--- src/rtl/mem_bus_arbiter_if.sv ---
// Signal bundle between the core's fetch/data ports, the arbiter and the external
// wait-state bus. The master view belongs to the arbiter; the slave view belongs to its environment.
interface mem_bus_arbiter_if #(
  parameter int AW = 32,
  parameter int DW = 32
);
  localparam int SW = DW / 8;

  logic          if_req;
  logic [AW-1:0] if_addr;
  logic [DW-1:0] if_rdata;
  logic          if_ready;

  logic          d_req;
  logic          d_we;
  logic [SW-1:0] d_sel;
  logic [AW-1:0] d_addr;
  logic [DW-1:0] d_wdata;
  logic [DW-1:0] d_rdata;
  logic          d_ready;

  logic          m_cyc;
  logic          m_stb;
  logic          m_we;
  logic [SW-1:0] m_sel;
  logic [AW-1:0] m_addr;
  logic [DW-1:0] m_wdata;
  logic [DW-1:0] m_rdata;
  logic          m_ack;

  logic          stallreq_if;
  logic          stallreq_d;
  logic          bus_err;

  modport master (
    input  if_req, if_addr, d_req, d_we, d_sel, d_addr, d_wdata, m_rdata, m_ack,
    output if_rdata, if_ready, d_rdata, d_ready,
    output m_cyc, m_stb, m_we, m_sel, m_addr, m_wdata,
    output stallreq_if, stallreq_d, bus_err
  );

  modport slave (
    output if_req, if_addr, d_req, d_we, d_sel, d_addr, d_wdata, m_rdata, m_ack,
    input  if_rdata, if_ready, d_rdata, d_ready,
    input  m_cyc, m_stb, m_we, m_sel, m_addr, m_wdata,
    input  stallreq_if, stallreq_d, bus_err
  );
endinterface

--- src/rtl/mem_bus_arbiter.sv ---
// Shares one single-ported wait-state bus between the fetch port and the data port.
// Data wins ties unless it also won the previous grant. A bus watchdog aborts an access that is never acknowledged.
module mem_bus_arbiter #(
  parameter int AW       = 32,
  parameter int DW       = 32,
  parameter int MAX_WAIT = 255
) (
  input logic               clk,
  input logic               rst,
  mem_bus_arbiter_if.master bus
);
  localparam int SW = DW / 8;
  localparam int CW = $clog2(MAX_WAIT + 1);
  localparam logic [CW-1:0] WAIT_LAST = CW'(MAX_WAIT - 1);

  typedef enum logic [1:0] {IDLE, GNT_IF, GNT_D} state_t;
  typedef enum logic {PORT_IF, PORT_D} port_t;

  typedef struct packed {
    logic          we;
    logic [SW-1:0] sel;
    logic [AW-1:0] addr;
    logic [DW-1:0] wdata;
  } access_t;

  state_t        state, state_nxt;
  port_t         last_grant, last_grant_nxt;
  logic [CW-1:0] wait_cnt, wait_cnt_nxt;
  logic          stb, stb_nxt;
  access_t       acc, acc_nxt;
  logic          if_ready, if_ready_nxt;
  logic          d_ready, d_ready_nxt;
  logic          bus_err, bus_err_nxt;
  logic [DW-1:0] if_rdata, if_rdata_nxt;
  logic [DW-1:0] d_rdata, d_rdata_nxt;
  logic [DW-1:0] rdata_cap;
  logic          if_pend, d_pend, grant_d;

  // A port in its ready cycle is already served and must not be granted again.
  assign if_pend = bus.if_req & ~if_ready;
  assign d_pend  = bus.d_req & ~d_ready;
  assign grant_d = d_pend & ~(if_pend & (last_grant == PORT_D));

  always_comb begin
    // NOTE: every variable gets a default here first, so no path can infer a latch.
    state_nxt      = state;
    last_grant_nxt = last_grant;
    wait_cnt_nxt   = wait_cnt;
    stb_nxt        = stb;
    acc_nxt        = acc;
    if_ready_nxt   = 1'b0;
    d_ready_nxt    = 1'b0;
    bus_err_nxt    = 1'b0;
    if_rdata_nxt   = '0;
    d_rdata_nxt    = '0;
    rdata_cap      = (bus.m_ack && !acc.we) ? bus.m_rdata : '0;

    unique case (state)
      IDLE: begin
        wait_cnt_nxt = '0;
        if (grant_d) begin
          state_nxt      = GNT_D;
          last_grant_nxt = PORT_D;
          stb_nxt        = 1'b1;
          acc_nxt.we     = bus.d_we;
          acc_nxt.sel    = bus.d_sel;
          acc_nxt.addr   = bus.d_addr;
          acc_nxt.wdata  = bus.d_wdata;
        end else if (if_pend) begin
          state_nxt      = GNT_IF;
          last_grant_nxt = PORT_IF;
          stb_nxt        = 1'b1;
          acc_nxt.we     = 1'b0;
          acc_nxt.sel    = '1;
          acc_nxt.addr   = bus.if_addr;
          acc_nxt.wdata  = '0;
        end
      end
      GNT_IF, GNT_D: begin
        // Ack and timeout both close the access; only a timeout raises bus_err.
        if (bus.m_ack || (wait_cnt == WAIT_LAST)) begin
          state_nxt    = IDLE;
          stb_nxt      = 1'b0;
          bus_err_nxt  = ~bus.m_ack;
          wait_cnt_nxt = wait_cnt + 1'b1;
          if (state == GNT_IF) begin
            if_ready_nxt = 1'b1;
            if_rdata_nxt = rdata_cap;
          end else begin
            d_ready_nxt = 1'b1;
            d_rdata_nxt = rdata_cap;
          end
        end else begin
          wait_cnt_nxt = wait_cnt + 1'b1;
        end
      end
      default: begin
        state_nxt = IDLE;
        stb_nxt   = 1'b0;
      end
    endcase
  end

  always_ff @(posedge clk or negedge rst) begin
    if (!rst) begin
      state      <= IDLE;
      last_grant <= PORT_IF;
      wait_cnt   <= '0;
      stb        <= 1'b0;
      acc        <= '0;
      if_ready   <= 1'b0;
      d_ready    <= 1'b0;
      bus_err    <= 1'b0;
      if_rdata   <= '0;
      d_rdata    <= '0;
    end else begin
      // NOTE: non-blocking assignments keep every register updating from pre-edge values.
      state      <= state_nxt;
      last_grant <= last_grant_nxt;
      wait_cnt   <= wait_cnt_nxt;
      stb        <= stb_nxt;
      acc        <= acc_nxt;
      if_ready   <= if_ready_nxt;
      d_ready    <= d_ready_nxt;
      bus_err    <= bus_err_nxt;
      if_rdata   <= if_rdata_nxt;
      d_rdata    <= d_rdata_nxt;
    end
  end

  assign bus.m_cyc       = stb;
  assign bus.m_stb       = stb;
  assign bus.m_we        = acc.we;
  assign bus.m_sel       = acc.sel;
  assign bus.m_addr      = acc.addr;
  assign bus.m_wdata     = acc.wdata;
  assign bus.if_ready    = if_ready;
  assign bus.if_rdata    = if_rdata;
  assign bus.d_ready     = d_ready;
  assign bus.d_rdata     = d_rdata;
  assign bus.bus_err     = bus_err;
  assign bus.stallreq_if = if_pend;
  assign bus.stallreq_d  = d_pend;
endmodule

--- src/flat_wrapper.sv ---
// flat-port wrapper written by rule: the top's interface ports become plain ports
module mem_bus_arbiter_flat 
#(
  parameter int AW       = 32,
  parameter int DW       = 32,
  parameter int MAX_WAIT = 255
)
  (clk, rst, bus_if_req, bus_if_addr, bus_d_req, bus_d_we, bus_d_sel, bus_d_addr, bus_d_wdata, bus_m_rdata, bus_m_ack, bus_if_rdata, bus_if_ready, bus_d_rdata, bus_d_ready, bus_m_cyc, bus_m_stb, bus_m_we, bus_m_sel, bus_m_addr, bus_m_wdata, bus_stallreq_if, bus_stallreq_d, bus_bus_err);
  mem_bus_arbiter_if #(.AW(AW), .DW(DW)) bus_i ();
  input logic clk;
  input logic rst;
  input wire logic [$bits(bus_i.if_req)-1:0] bus_if_req;
  input wire logic [$bits(bus_i.if_addr)-1:0] bus_if_addr;
  input wire logic [$bits(bus_i.d_req)-1:0] bus_d_req;
  input wire logic [$bits(bus_i.d_we)-1:0] bus_d_we;
  input wire logic [$bits(bus_i.d_sel)-1:0] bus_d_sel;
  input wire logic [$bits(bus_i.d_addr)-1:0] bus_d_addr;
  input wire logic [$bits(bus_i.d_wdata)-1:0] bus_d_wdata;
  input wire logic [$bits(bus_i.m_rdata)-1:0] bus_m_rdata;
  input wire logic [$bits(bus_i.m_ack)-1:0] bus_m_ack;
  output wire logic [$bits(bus_i.if_rdata)-1:0] bus_if_rdata;
  output wire logic [$bits(bus_i.if_ready)-1:0] bus_if_ready;
  output wire logic [$bits(bus_i.d_rdata)-1:0] bus_d_rdata;
  output wire logic [$bits(bus_i.d_ready)-1:0] bus_d_ready;
  output wire logic [$bits(bus_i.m_cyc)-1:0] bus_m_cyc;
  output wire logic [$bits(bus_i.m_stb)-1:0] bus_m_stb;
  output wire logic [$bits(bus_i.m_we)-1:0] bus_m_we;
  output wire logic [$bits(bus_i.m_sel)-1:0] bus_m_sel;
  output wire logic [$bits(bus_i.m_addr)-1:0] bus_m_addr;
  output wire logic [$bits(bus_i.m_wdata)-1:0] bus_m_wdata;
  output wire logic [$bits(bus_i.stallreq_if)-1:0] bus_stallreq_if;
  output wire logic [$bits(bus_i.stallreq_d)-1:0] bus_stallreq_d;
  output wire logic [$bits(bus_i.bus_err)-1:0] bus_bus_err;
  assign bus_i.if_req = bus_if_req;
  assign bus_i.if_addr = bus_if_addr;
  assign bus_i.d_req = bus_d_req;
  assign bus_i.d_we = bus_d_we;
  assign bus_i.d_sel = bus_d_sel;
  assign bus_i.d_addr = bus_d_addr;
  assign bus_i.d_wdata = bus_d_wdata;
  assign bus_i.m_rdata = bus_m_rdata;
  assign bus_i.m_ack = bus_m_ack;
  assign bus_if_rdata = bus_i.if_rdata;
  assign bus_if_ready = bus_i.if_ready;
  assign bus_d_rdata = bus_i.d_rdata;
  assign bus_d_ready = bus_i.d_ready;
  assign bus_m_cyc = bus_i.m_cyc;
  assign bus_m_stb = bus_i.m_stb;
  assign bus_m_we = bus_i.m_we;
  assign bus_m_sel = bus_i.m_sel;
  assign bus_m_addr = bus_i.m_addr;
  assign bus_m_wdata = bus_i.m_wdata;
  assign bus_stallreq_if = bus_i.stallreq_if;
  assign bus_stallreq_d = bus_i.stallreq_d;
  assign bus_bus_err = bus_i.bus_err;
  mem_bus_arbiter #(.AW(AW), .DW(DW), .MAX_WAIT(MAX_WAIT)) u_core (.clk(clk), .rst(rst), .bus(bus_i));
endmodule
--- config.mk ---
export PLATFORM = sky130hd
export DESIGN_NAME = mem_bus_arbiter_flat
export DESIGN_NICKNAME = d
export VERILOG_FILES = /design/src/rtl/mem_bus_arbiter_if.sv /design/src/rtl/mem_bus_arbiter.sv /design/src/flat_wrapper.sv
export SDC_FILE = /design/constraint.sdc
export NUM_CORES = 1
export LEC_CHECK = 0
export ABC_AREA = 1
export CORE_MARGIN = 4
export CORE_UTILIZATION = 45
export CTS_CLUSTER_DIAMETER = 60
export DETAILED_ROUTE_END_ITERATION = 8
export DONT_BUFFER_PORTS = 1
export PLACE_DENSITY = 0.66
export SLEW_MARGIN = 5
export SYNTH_ARGS = -nofsm -noshare
export SYNTH_HDL_FRONTEND = slang
export SYNTH_SLANG_ARGS = --single-unit
--- constraint.sdc ---
create_clock -name clk -period 4.6 [get_ports clk]
set_input_delay 0.92 -clock clk [delete_from_list [all_inputs] [get_ports clk]]
set_output_delay 0.92 -clock clk [all_outputs]
set_load 0.01 [all_outputs]
==> Word level (Yosys, flattened, before mapping) <==
Index checks and enable logic that the tools add are counted.
{ "classes": {"addsub": 1, "eq_ne": 5, "muxes": 28, "n_bitwise": 8, "n_reduce_logical": 9} }
{ "ops": {"columns": ["operator", "n"], "rows": [
  ["$mux W32", 7],
  ["$mux W69", 2],
  ["$pmux W8 S2", 1],
  ["$mux W1", 13],
  ["$add A8 B1 Y8 const B", 1],
  ["$eq A8 B8 Y1 const B", 1],
  ["$mux W2", 3],
  ["$and A1 B1 Y1", 4],
  ["$not A1 Y1", 4],
  ["$pmux W2 S2", 1],
  ["$reduce_and A2 Y1", 2],
  ["$reduce_bool A2 Y1", 2],
  ["$ne A3 B1 Y1 const B", 1],
  ["$eq A2 B1 Y1 const B", 1],
  ["$eq A2 B2 Y1 const B", 1],
  ["$logic_not A2 Y1", 1],
  ["$ne A2 B1 Y1 const B", 1],
  ["$pmux W1 S2", 1],
  ["$reduce_or A2 Y1", 1],
  ["$logic_and A1 B1 Y1", 1],
  ["$logic_not A1 Y1", 1],
  ["$logic_or A1 B1 Y1", 1]
]} }
{ "word_totals": {"reg_bits": 148, "input_bits": 138, "output_inout_bits": 140, "wordCells": 64} }

==> Logic depth before layout (Yosys ltp) <==
Gate-level depths: netlist of the first run.
{ "logic_depth": {"word_depth": 7, "ltp_mapped": 9, "depth_no_buf": 9} }

==> Worst setup path before layout of the first run <==
Ideal clock, no wire load.
{ "synth_timing": {"path_type": "input -> output", "startpoint": "input port bus_d_req", "endpoint": "output port bus_stallreq_d", "arrival_time_ns": 1.310, "t_required_ns": 3.680, "path_slack_ns": 2.370, "path_stages": 3, "path_buffers": 1, "path_cell_list": "nand2_1 > inv_2 > buf_2"} }
{ "synth_between": {"elab_chain_len": 1} }
{ "synth_rtl": {"columns": ["item", "line", "source"], "rows": [
  ["from (decl)", "flat_wrapper.sv:14", "input wire logic [$bits(bus_i.d_req)-1:0] bus_d_req;"],
  ["$and A1 B1 Y1", "mem_bus_arbiter.sv:41", "assign d_pend = bus.d_req & ~d_ready;"],
  ["to (decl)", "flat_wrapper.sv:32", "output wire logic [$bits(bus_i.stallreq_d)-1:0] bus_stallreq_d;"]
]} }
No other way between the ends.

==> Worst setup path after layout of the first run <==
{ "layout_timing": {"startpoint": "register u_core.if_ready (netlist: u_core.bus.if_ready)", "endpoint": "register u_core.acc, in the netlist u_core.bus.m_sel[1]"} }
{ "layout_between": {"elab_chain_len": 7, "word_cells_on_any_way": 8, "classes_between": "1 x mux; 5 x bitwise; 2 x reduce/logical"} }
{ "layout_rtl": {"columns": ["item", "line", "source"], "rows": [
  ["from (decl)", "mem_bus_arbiter.sv:31", "logic if_ready, if_ready_nxt;"],
  ["from (signal assigned)", "mem_bus_arbiter.sv:123", "if_ready <= if_ready_nxt;"],
  ["$not A1 Y1 (*)", "mem_bus_arbiter.sv:40", "assign if_pend = bus.if_req & ~if_ready;"],
  ["$and A1 B1 Y1 (*)", "mem_bus_arbiter.sv:40", null],
  ["net bus_stallreq_if", "flat_wrapper.sv:31", "output wire logic [$bits(bus_i.stallreq_if)-1:0] bus_stallreq_if;"],
  ["$and A1 B1 Y1", "mem_bus_arbiter.sv:42", "assign grant_d = d_pend & ~(if_pend & (last_grant == PORT_D));"],
  ["$not A1 Y1", "mem_bus_arbiter.sv:42", null],
  ["$and A1 B1 Y1", "mem_bus_arbiter.sv:42", null],
  ["$reduce_bool A2 Y1 (no line)", null, null],
  ["$reduce_and A2 Y1 (no line)", null, null],
  ["to (signal assigned)", "mem_bus_arbiter.sv:122", "acc <= acc_nxt;"],
  ["to (decl)", "mem_bus_arbiter.sv:30", "access_t acc, acc_nxt;"]
]} }
The timed path passes the listed nets; every way through them passes the cells marked *.
A chain may end at the register's enable or synchronous reset.

==> results of run 1 <==
==> metal layers <==
layer	GRT usage [%]	vias up
li1	-	2104
met1	23.79	2153
met2	32.93	246
met3	10.75	25
met4	7.462	0
met5	0	-
==> critical path, stage by stage, from the launching register on <==
cell	delay [ns]
dfrtp_1	0.51
nor2_2	0.14
nand2_2	0.49
nand2_2	0.57
inv_2	0.61
nand2_1	0.22
nor2_1	0.14
nor2_1	0.05
==> cell usage in the layout, fill, tap and decap left out, drive strengths merged <==
| cell | n |
|---|---|
| o21ai | 4 |
| bufinv | 2 |
| clkinvlp | 2 |
| inv | 56 |
| nor3 | 36 |
| buf | 4 |
| nand2 | 233 |
| dfrtp | 148 |
| a21oi | 2 |
| nand3 | 70 |
| nand4 | 1 |
| nand3b | 32 |
| clkbuf | 20 |
| nor2 | 59 |
| ha | 5 |
| clkinv | 3 |
| a21boi | 2 |
==> per-stage QoR <==
step                std cells  total power [uW]  utilization, %  hold slack [ns]  area, um^2
floorplan                 684              3019               -           0.4620        6197
finish                    855              4667           51.17           0.1988        6830
global placement          823              3250           46.63           0.4926        6225
detailed placement        823              3313           46.63           0.4984        6225
global route              855              4981           51.17           0.1719        6830
CTS                       855              4729           51.13           0.1827        6825
==> state kept, by name (all words and copies together), names as in the netlist <==
name and count:
u_core.bus.d_rdata 32, u_core.bus.if_rdata 32, u_core.bus.m_addr 32, u_core.bus.m_wdata 32, u_core.wait_cnt 8, u_core.bus.m_sel 4
u_core.state 2, u_core.bus.bus_err 1, u_core.bus.d_ready 1, u_core.bus.if_ready 1, u_core.bus.m_cyc 1, u_core.bus.m_we 1
u_core.last_grant 1
==> where the power goes <==
group          leakage [uW]  switching (uW)  internal, uW
clock network      0.000290             558           839
logic               0.00127             815           325
registers           0.00194             457          1670
==> synth_stat cells, drive strengths merged <==
master and number:
nand2 233, dfrtp 148, nand3 70, nor2 59, inv 51, nor3 36, nand3b 32, buf 29
clkbuf 12, ha 5, o21ai 4, a21boi 2, a21oi 2, nand4 1
==> path summary, 6_finish.rpt <==
check,slack [ns],cells past startpoint,end
setup / recovery,1.75,7,u_core.bus.m_sel[1]
hold / removal,0.20,0,u_core.bus.d_rdata[7]
setup reg to reg,1.75,7,u_core.bus.m_sel[1]
hold reg to reg,0.51,2,u_core.wait_cnt[7]
max in group asynchronous,4.17,0,u_core.bus.m_wdata[15]
min in group clk,0.51,2,u_core.wait_cnt[7]
==> cells by family after synthesis <==
kind of cell	after synthesis	synth area share [%]
AOI/OAI and AO/OA	8	0.7875
adders and majority gates	5	1.009
buffers and inverters	92	6.804
DFF	148	59.76
and+or+nand+nor	431	31.64
==> area by class of cell <==
class	count	area [um^2]	share of cell area (%)
clock buffers	20	456.7	6.686
flip-flops and latches	148	3704	54.22
well taps	176	220.2	3.224
multi-input cells	444	2085	30.52
repair buffers	4	30.03	0.4396
inverters	51	191.4	2.803
clock inverters	12	143.9	2.107
==> out/metrics.yaml, run 1 <==
worst_setup_path:
  start_kind: "flop"
  path_max_fanout: 35
  setup.worst_path.end_class: "flop"
  path_class: "flop to flop"
  required_ns: 4.90
  rr_startpoint: "u_core.bus.if_ready"
  cp_data_arrival_time_ns: 3.15
  critPathLaunch: "u_core.bus.if_ready"
logic_synthesis:
  synth_nets: 827
  synthDistinctLibCells: 23
  yosysSeqAreaShare_pct: 59.76
  avgSynthCellArea_um2: 9.060
  synth_top_area_share_pct: 59.76
  netlist_area_um2: 6197
  synthCells: 684
  synth_top_cell_by_area: "dfrtp_1"
  synthTopCellsByArea: "dfrtp_1, nand2_1, nand3_1"
  yosysWarningCount: 0
  synth_seq_cells: 148
timing:
  maxSlewHeadroom_pct: 27.54
  hold_viol_final: 0
  timing.final.crit_period_ns: 2.853
  tightest_slew_ns: 1.085
  drv_slew: 0
  setup_viol: 0
  skew_ns: 0.006597
  fin_tns_setup_ns: 0
  fmax_mhz: 350.5
  layout_setup_ws_ns: 1.747
  post-route-period-util_pct: 62.02
  rsz0062_at_grt: "no"
cts:
  max-clock-path-buffers: 2
  cts_num_sinks: 148
  cts_setup_buffers: 0
  numCtsBuffers: 17
  worstSkewPairLatency_ns: 0.41
  cts_resized: 0
  cts_tree: "built"
  cts-htree-levels: 4
  cts_hold_buf: 0
  path_clk_slew_ns: 0.06
  cts_root_buffer: "clkbuf_16"
pwr:
  p_per_area_nw_per_um2: 683.3
  p_leak_uw: 0.003502
  ir_drop_mv: 0.4219
drt:
  drt_iter0_markers: 320
  viasPerCell: 5.296
  route.met3.wl_um: 2018
  routed_wl_um: 16050
  wl_met2_um: 7621
  ant_nets: 0
  drc: 0
  highest_layer: "met4"
  vias: 4528
  wl_met1_um: 6074
  post_drt_wl_per_cell_um: 18.77
  first_pass_iters: 5
place:
  gp_congestion: 0.9339
  pre_cts_ws_ns: 1.333
  portBuffers: 0
  dp_hpwl_um: 11160
floorplan:
  start_util_pct: 46.43
  die_area_um2: 15710
  io_pins: 278
  core_area_um2: 13350
  std_cell_rows: 42
  die_w_um: 125.4
  die-height_um: 125.4
global_route:
  grt_usage_pct: 20.60
  grt_max_degree: 149
  grt-ovfl-total: 0
  grt_first_pass_wirelength_um: 25630
  grt_pass1_vias: 4634
  antenna_found_initial: 0
worst_hold_path:
  hp-class: "primary input to asynchronous set/reset pin"
status:
  status: "complete, no violations"
finish:
  final_nets: 809
  area_delta_synth_final_pct: 10.22
  drive_gt1_share_pct: 10.16
  fillers: 1230
  n_antenna_cell: 0
flow_run:
  cap_viol_max_count: 0
Power figures use the tool's default switching activity.
==> run 2, diff against run 1 <==
==> constraint.sdc (replaced) <==
create_clock -name clk -period 2.85 [get_ports clk]
set_input_delay 0.57 -clock clk [delete_from_list [all_inputs] [get_ports clk]]
set_output_delay 0.57 -clock clk [all_outputs]
set_load 0.01 [all_outputs]
==> run 2 against run 1 <==
  * The flow now finishes with violations (hold timing)
  * Via count is 0.62% higher
  * Utilization increased by 0.094 points
  * Largest cell class unchanged
  * Wire length is 1.8% lower
  * Register-to-register slack got worse by 0.83 ns
  * First-iteration DRC count is 21% lower
  * Sequential share of layout area down 0.099 points
  * Critical path type is now flop to primary output
  * Count of clock-buffer cells in the layout down 3
  * Clock power grew 59%
  * Setup slack worse by 0.96 ns
  * Hold slack worse by 0.35 ns
  * Critical endpoint is now bus_stallreq_d
  * Global-route usage is 0.42 points lower
  * Design area rose by 0.18%
  * Largest power group unchanged
==> out/metrics.yaml, run 2 (synthesis results as in run 1) <==
status:
  status: "finished, violations left"  # was complete, no violations
  violations: "hold timing"
drt:
  post_drt_wl_per_cell_um: 18.37  # was 18.77 um
  drc: 0  # unchanged
  routed_wl_um: 15760  # was 16050 um
  ant_nets: 0  # unchanged
  drt_iter0_markers: 254  # was 320
  first_pass_iters: 4  # was 5
  viasPerCell: 5.310  # was 5.296
  vias: 4556  # was 4528
worst_setup_path:
  r2r-end: "u_core.state[0]"  # was u_core.bus.m_sel[1]
  critPathLaunch: "u_core.bus.d_ready"  # was u_core.bus.if_ready
  cp_num_buf_inv: 3  # was 1
  required_ns: 2.28  # was 4.90 ns
  setup.worst_path.end_class: "primary output"  # was flop
  crit_path_cell_trace: "inv_1 -> nand2_1 -> inv_2 -> buf_4"  # was nor2_2 -> nand2_2 -> nand2_2 -> inv_2 -> nand2_1 -> nor2_1 -> nor2_1
  slowest_stage: "dfrtp_1"  # was inv_2
  regToRegSetupSlack_ns: 0.92  # was 1.75 ns
  slowest_delay_ns: 0.43  # was 0.61 ns
  crit_end: "bus_stallreq_d"  # was u_core.bus.m_sel[1]
  path_class: "flop to primary output"  # was flop to flop
  crit_cells: 4  # was 7
  reg2regPathDepth: 8  # was 7
  crit_family: "buffers and inverters"  # was simple AND/OR/NAND/NOR gates
  cp_data_arrival_time_ns: 1.49  # was 3.15 ns
  rr_startpoint: "u_core.state[0]"  # was u_core.bus.if_ready
  path_max_fanout: 33  # was 35
  start_kind: "flop"  # unchanged
cts:
  cts_num_sinks: 148  # unchanged
  cts-htree-levels: 4  # unchanged
  max-clock-path-buffers: 2  # unchanged
  cts_setup_buffers: 0  # unchanged
  worstSkewPairLatency_ns: 0.42  # was 0.41 ns
  cts_tree: "built"  # unchanged
  cts_resized: 0  # unchanged
  cts_root_buffer: "clkbuf_16"  # unchanged
  path_clk_slew_ns: 0.06  # about the same
  numCtsBuffers: 17  # unchanged
pwr:
  total_power_uw: 7515  # was 4667 uW
  ir_drop_mv: 0.5287  # was 0.4219 mV
  p_per_area_nw_per_um2: 1098  # was 683.3 nW/um^2
  p_leak_uw: 0.003506  # was 0.003502 uW
place:
  dpl.cell_count: 826  # was 823
  portBuffers: 0  # unchanged
  gp_congestion: 0.9037  # was 0.9339
  dp_hpwl_um: 11090  # was 11160 um
floorplan:
  io_pins: 278  # unchanged
  die_area_um2: 15710  # unchanged
  die-height_um: 125.4  # unchanged
  core_area_um2: 13350  # unchanged
  start_util_pct: 46.43  # unchanged
  die_w_um: 125.4  # unchanged
  std_cell_rows: 42  # unchanged
finish:
  n_antenna_cell: 0  # unchanged
  final_nets: 812  # was 809
  stdcell_count: 858  # was 855
  multi_input_area_um2: 2079  # was 2085 um^2
  drive_gt1_share_pct: 10.70  # was 10.16%
  regArea_um2: 3704  # unchanged
  layout_commonest_cell: "nand2_1"  # unchanged
  area_delta_synth_final_pct: 10.42  # was 10.22%
  final_cell_mix: "nand2_1, dfrtp_1, nand3_1"  # unchanged
  fillers: 1235  # was 1230
global_route:
  grt_pass1_vias: 4626  # was 4634
  grt_usage_pct: 20.18  # was 20.60%
  antenna_found_initial: 0  # unchanged
  grt_first_pass_wirelength_um: 25030  # was 25630 um
  grt_max_degree: 149  # unchanged
  grt-ovfl-total: 0  # unchanged
timing:
  timing.final.crit_period_ns: 2.061
  fmax_mhz: 485.3
  rsz0062_at_grt: "no"  # unchanged
  post-route-period-util_pct: 72.31
  holdWs_ns: -0.1530  # was 0.1988 ns
  maxSlewHeadroom_pct: 27.99  # was 27.54%
  skew_ns: 0.01108  # was 0.006597 ns
  tightest_slew_ns: 1.079  # was 1.085 ns
  drv_slew: 0  # unchanged
  fin_tns_setup_ns: 0  # unchanged
  hold_viol_final: 148  # was 0
  setup_viol: 0  # unchanged
flow_run:
  cap_viol_max_count: 0  # unchanged
worst_hold_path:
  hp-class: "primary input to asynchronous set/reset pin"  # unchanged
## run 2: changes by cell type in the layout (fill, tap and decap cells not counted), sizes merged
cell,change
buf,+3
clkinvlp,+2
clkbuf,-3
inv,+1
## run 2: worst min path at each step
stage | to | slack, ns | depth (start not counted)
floorplan | u_core.bus.bus_err | 0.27 | 0
global placement | u_core.bus.d_rdata[10] | 0.28 | 0
detailed placement | u_core.bus.d_rdata[10] | 0.28 | 0
CTS | u_core.bus.if_rdata[4] | -0.18 | 0
global route | u_core.bus.if_rdata[4] | -0.19 | 0
finish | u_core.bus.d_rdata[0] | -0.15 | 0
## run 2: layer usage
metal  vias to the layer above  global-route usage [%]  share of wire [%]
met4                         0                   5.804                1.1
met2                       227                   32.05                 49
met3                        16                   12.32                 13
li1                       2108                       -                  -
met1                      2205                   22.99                 37
met5                         -                       0                  0
## run 2: area by class of cell
type                            instances  area share [%]
Tap cell                              176           3.218
Sequential cell                       148           54.12
Multi-Input combinational cell        444           30.39
Clock inverter                         15           2.487
Inverter                               51           2.798
Timing Repair Buffer                    7          0.7680
Clock buffer                           17           6.217
## run 2: power by group
| group | leakage [uW] | switching (uW) | internal [uW] |
|---|---|---|---|
| logic | 0.00128 | 1330 | 538 |
| clock network | 0.000281 | 911 | 1310 |
| registers | 0.00194 | 720 | 2700 |
## run 2: stage by stage
stage               area (um^2)  worst slack (ns)  util [%]
floorplan                  6197             1.320         -
CTS                        6843            0.7449     51.27
detailed placement         6247            0.8963     46.80
global placement           6247            0.9549     46.80
finish                     6843            0.7893     51.27
global route               6843            0.6530     51.27
==> run 3, diff against run 2 <==
==> constraint.sdc (replaced) <==
create_clock -name clk -period 2.05 [get_ports clk]
set_input_delay 0.41 -clock clk [delete_from_list [all_inputs] [get_ports clk]]
set_output_delay 0.41 -clock clk [all_outputs]
set_load 0.01 [all_outputs]
==> run 3 against run 2 <==
  * The run still ends with hold timing left
  * Power is 39% higher
  * Register-to-register slack got worse by 0.61 ns
  * Utilization increased by 0.20 points
  * Critical path type unchanged
  * Critical endpoint unchanged
  * Largest cell class unchanged
  * Largest power group unchanged
==> out/metrics.yaml, run 3 (synthesis results as in run 1) <==
finish:
  regArea_um2: 3704  # unchanged
  fin_util_pct: 51.46  # was 51.27%
  layout_commonest_cell: "nand2_1"  # unchanged
  multi_input_area_um2: 2079  # unchanged
  final_nets: 816  # was 812
  final_cell_mix: "nand2_1, dfrtp_1, nand3_1"  # unchanged
  stdcell_count: 862  # was 858
  area_delta_synth_final_pct: 10.84  # was 10.42%
  fillers: 1239  # was 1235
  drive_gt1_share_pct: 10.95  # was 10.70%
cts:
  cts_tree: "built"  # unchanged
  numCtsBuffers: 17  # unchanged
  cts_num_sinks: 148  # unchanged
  worstSkewPairLatency_ns: 0.42  # about the same
  cts-htree-levels: 4  # unchanged
  max-clock-path-buffers: 2  # unchanged
  cts_root_buffer: "clkbuf_16"  # unchanged
  cts_setup_buffers: 0  # unchanged
  path_clk_slew_ns: 0.06  # about the same
global_route:
  grt_max_degree: 149  # unchanged
  grt_first_pass_wirelength_um: 25260  # was 25030 um
  grt_usage_pct: 20.44  # was 20.18%
  antenna_found_initial: 1  # was 0
  grt_pass1_vias: 4717  # was 4626
  grt-ovfl-total: 0  # unchanged
worst_setup_path:
  required_ns: 1.64  # was 2.28 ns
  setup.worst_path.end_class: "primary output"  # unchanged
  path_max_fanout: 33  # unchanged
  crit_path_cell_trace: "inv_1 -> nand2_1 -> inv_2 -> buf_4"  # unchanged
  crit_family: "buffers and inverters"  # unchanged
  regToRegSetupSlack_ns: 0.31  # was 0.92 ns
  path_class: "flop to primary output"  # unchanged
  cp_data_arrival_time_ns: 1.49  # about the same
  start_kind: "flop"  # unchanged
  cp_num_buf_inv: 3  # unchanged
  slowest_stage: "dfrtp_1"  # unchanged
  slowest_delay_ns: 0.43  # about the same
floorplan:
  io_pins: 278  # unchanged
  die_area_um2: 15710  # unchanged
  die-height_um: 125.4  # unchanged
  start_util_pct: 46.43  # unchanged
  core_area_um2: 13350  # unchanged
  die_w_um: 125.4  # unchanged
  std_cell_rows: 42  # unchanged
timing:
  holdWs_ns: -0.3067  # was -0.1530 ns
  rsz0062_at_grt: "no"  # unchanged
  tightest_slew_ns: 0.6306  # was 1.079 ns
  maxSlewHeadroom_pct: 57.96  # was 27.99%
  setup_viol: 0  # unchanged
  fin_tns_setup_ns: 0  # unchanged
  layout_setup_ws_ns: 0.1469  # was 0.7893 ns
  skew_ns: 0.01172  # was 0.01108 ns
  fmax_mhz: 525.5
  drv_slew: 0  # unchanged
  timing.final.crit_period_ns: 1.903
  hold_viol_final: 148  # unchanged
  post-route-period-util_pct: 92.83
pwr:
  total_power_uw: 10460  # was 7515 uW
  p_leak_uw: 0.003528  # was 0.003506 uW
  ir_drop_mv: 0.7865  # was 0.5287 mV
  p_per_area_nw_per_um2: 1523  # was 1098 nW/um^2
place:
  dp_hpwl_um: 11290  # was 11090 um
  portBuffers: 0  # unchanged
  dpl.cell_count: 830  # was 826
  pre_cts_ws_ns: 0.1352  # was 0.8963 ns
  gp_congestion: 0.9023  # was 0.9037
drt:
  post_drt_wl_per_cell_um: 18.63  # was 18.37 um
  drc: 0  # unchanged
  drt_iter0_markers: 262  # was 254
  vias: 4579  # was 4556
  routed_wl_um: 16060  # was 15760 um
  viasPerCell: 5.312  # was 5.310
  ant_nets: 0  # unchanged
  first_pass_iters: 4  # unchanged
worst_hold_path:
  hp-class: "primary input to asynchronous set/reset pin"  # unchanged
status:
  status: "finished, violations left"  # unchanged
  violations: "hold timing"  # unchanged
flow_run:
  cap_viol_max_count: 0  # unchanged
## run 3: repair_timing
action	CTS	global route
hold endpoints to repair	148	148
endpoints found under the setup margin	0	46
gates resized for setup	0	2
## run 3: per-stage QoR
stage,hold WS (ns),area [um^2]
6_report,-0.3067,6869
5_1_grt,-0.3445,6869
4_1_cts,-0.3299,6864
3_5_place_dp,0.1178,6277
3_3_place_gp,0.1183,6277
2_1_floorplan,0.1144,6197
## run 3: worst register-to-register path, delay by kind of cell, from the launching register on
kind,cells,cell delay [ns]
simple gates,6,0.99
buf+inv,1,0.13
flops,1,0.38
fa+ha+maj,1,0.17
## run 3: final timing paths
check | from | endpoint | cells past startpoint
worst max-delay path | u_core.bus.d_ready | bus_stallreq_d | 4
worst max register to register | u_core.wait_cnt[0] | u_core.bus.if_rdata[12] | 8
min in group clk | bus_m_ack | u_core.bus.bus_err | 1
max in group asynchronous | rst | u_core.bus.m_addr[23] | 0
worst min register to register | u_core.last_grant | u_core.last_grant | 2
worst min-delay path | rst | u_core.bus.d_rdata[10] | 0
## run 3: layout make-up
class,instances,area share [%]
inverter,51,2.823
multi-input combinational,444,30.27
clock buffer,19,6.448
timing repair buffer,11,1.202
clock inverter,12,2.095
antenna,1,0.03643
sequential,148,53.92
tap,176,3.206
## run 3: power breakdown
part	internal [uW]	total (uW)	switching, uW
clock	1840	3080	1230
combinational	781	2620	1830
sequential	3760	4770	1020
## run 3: routing by layer
layer  part of all wire (%)  routed length [um]  GRT usage (%)  vias to the layer above
li1                       -                   -              -                     2120
met1                     37                5958          22.78                     2181
met2                     49                7848          33.28                      254
met3                     13                2008          11.22                       24
met4                    1.5                 242          7.207                        0
met5                      0                   0              0                        -
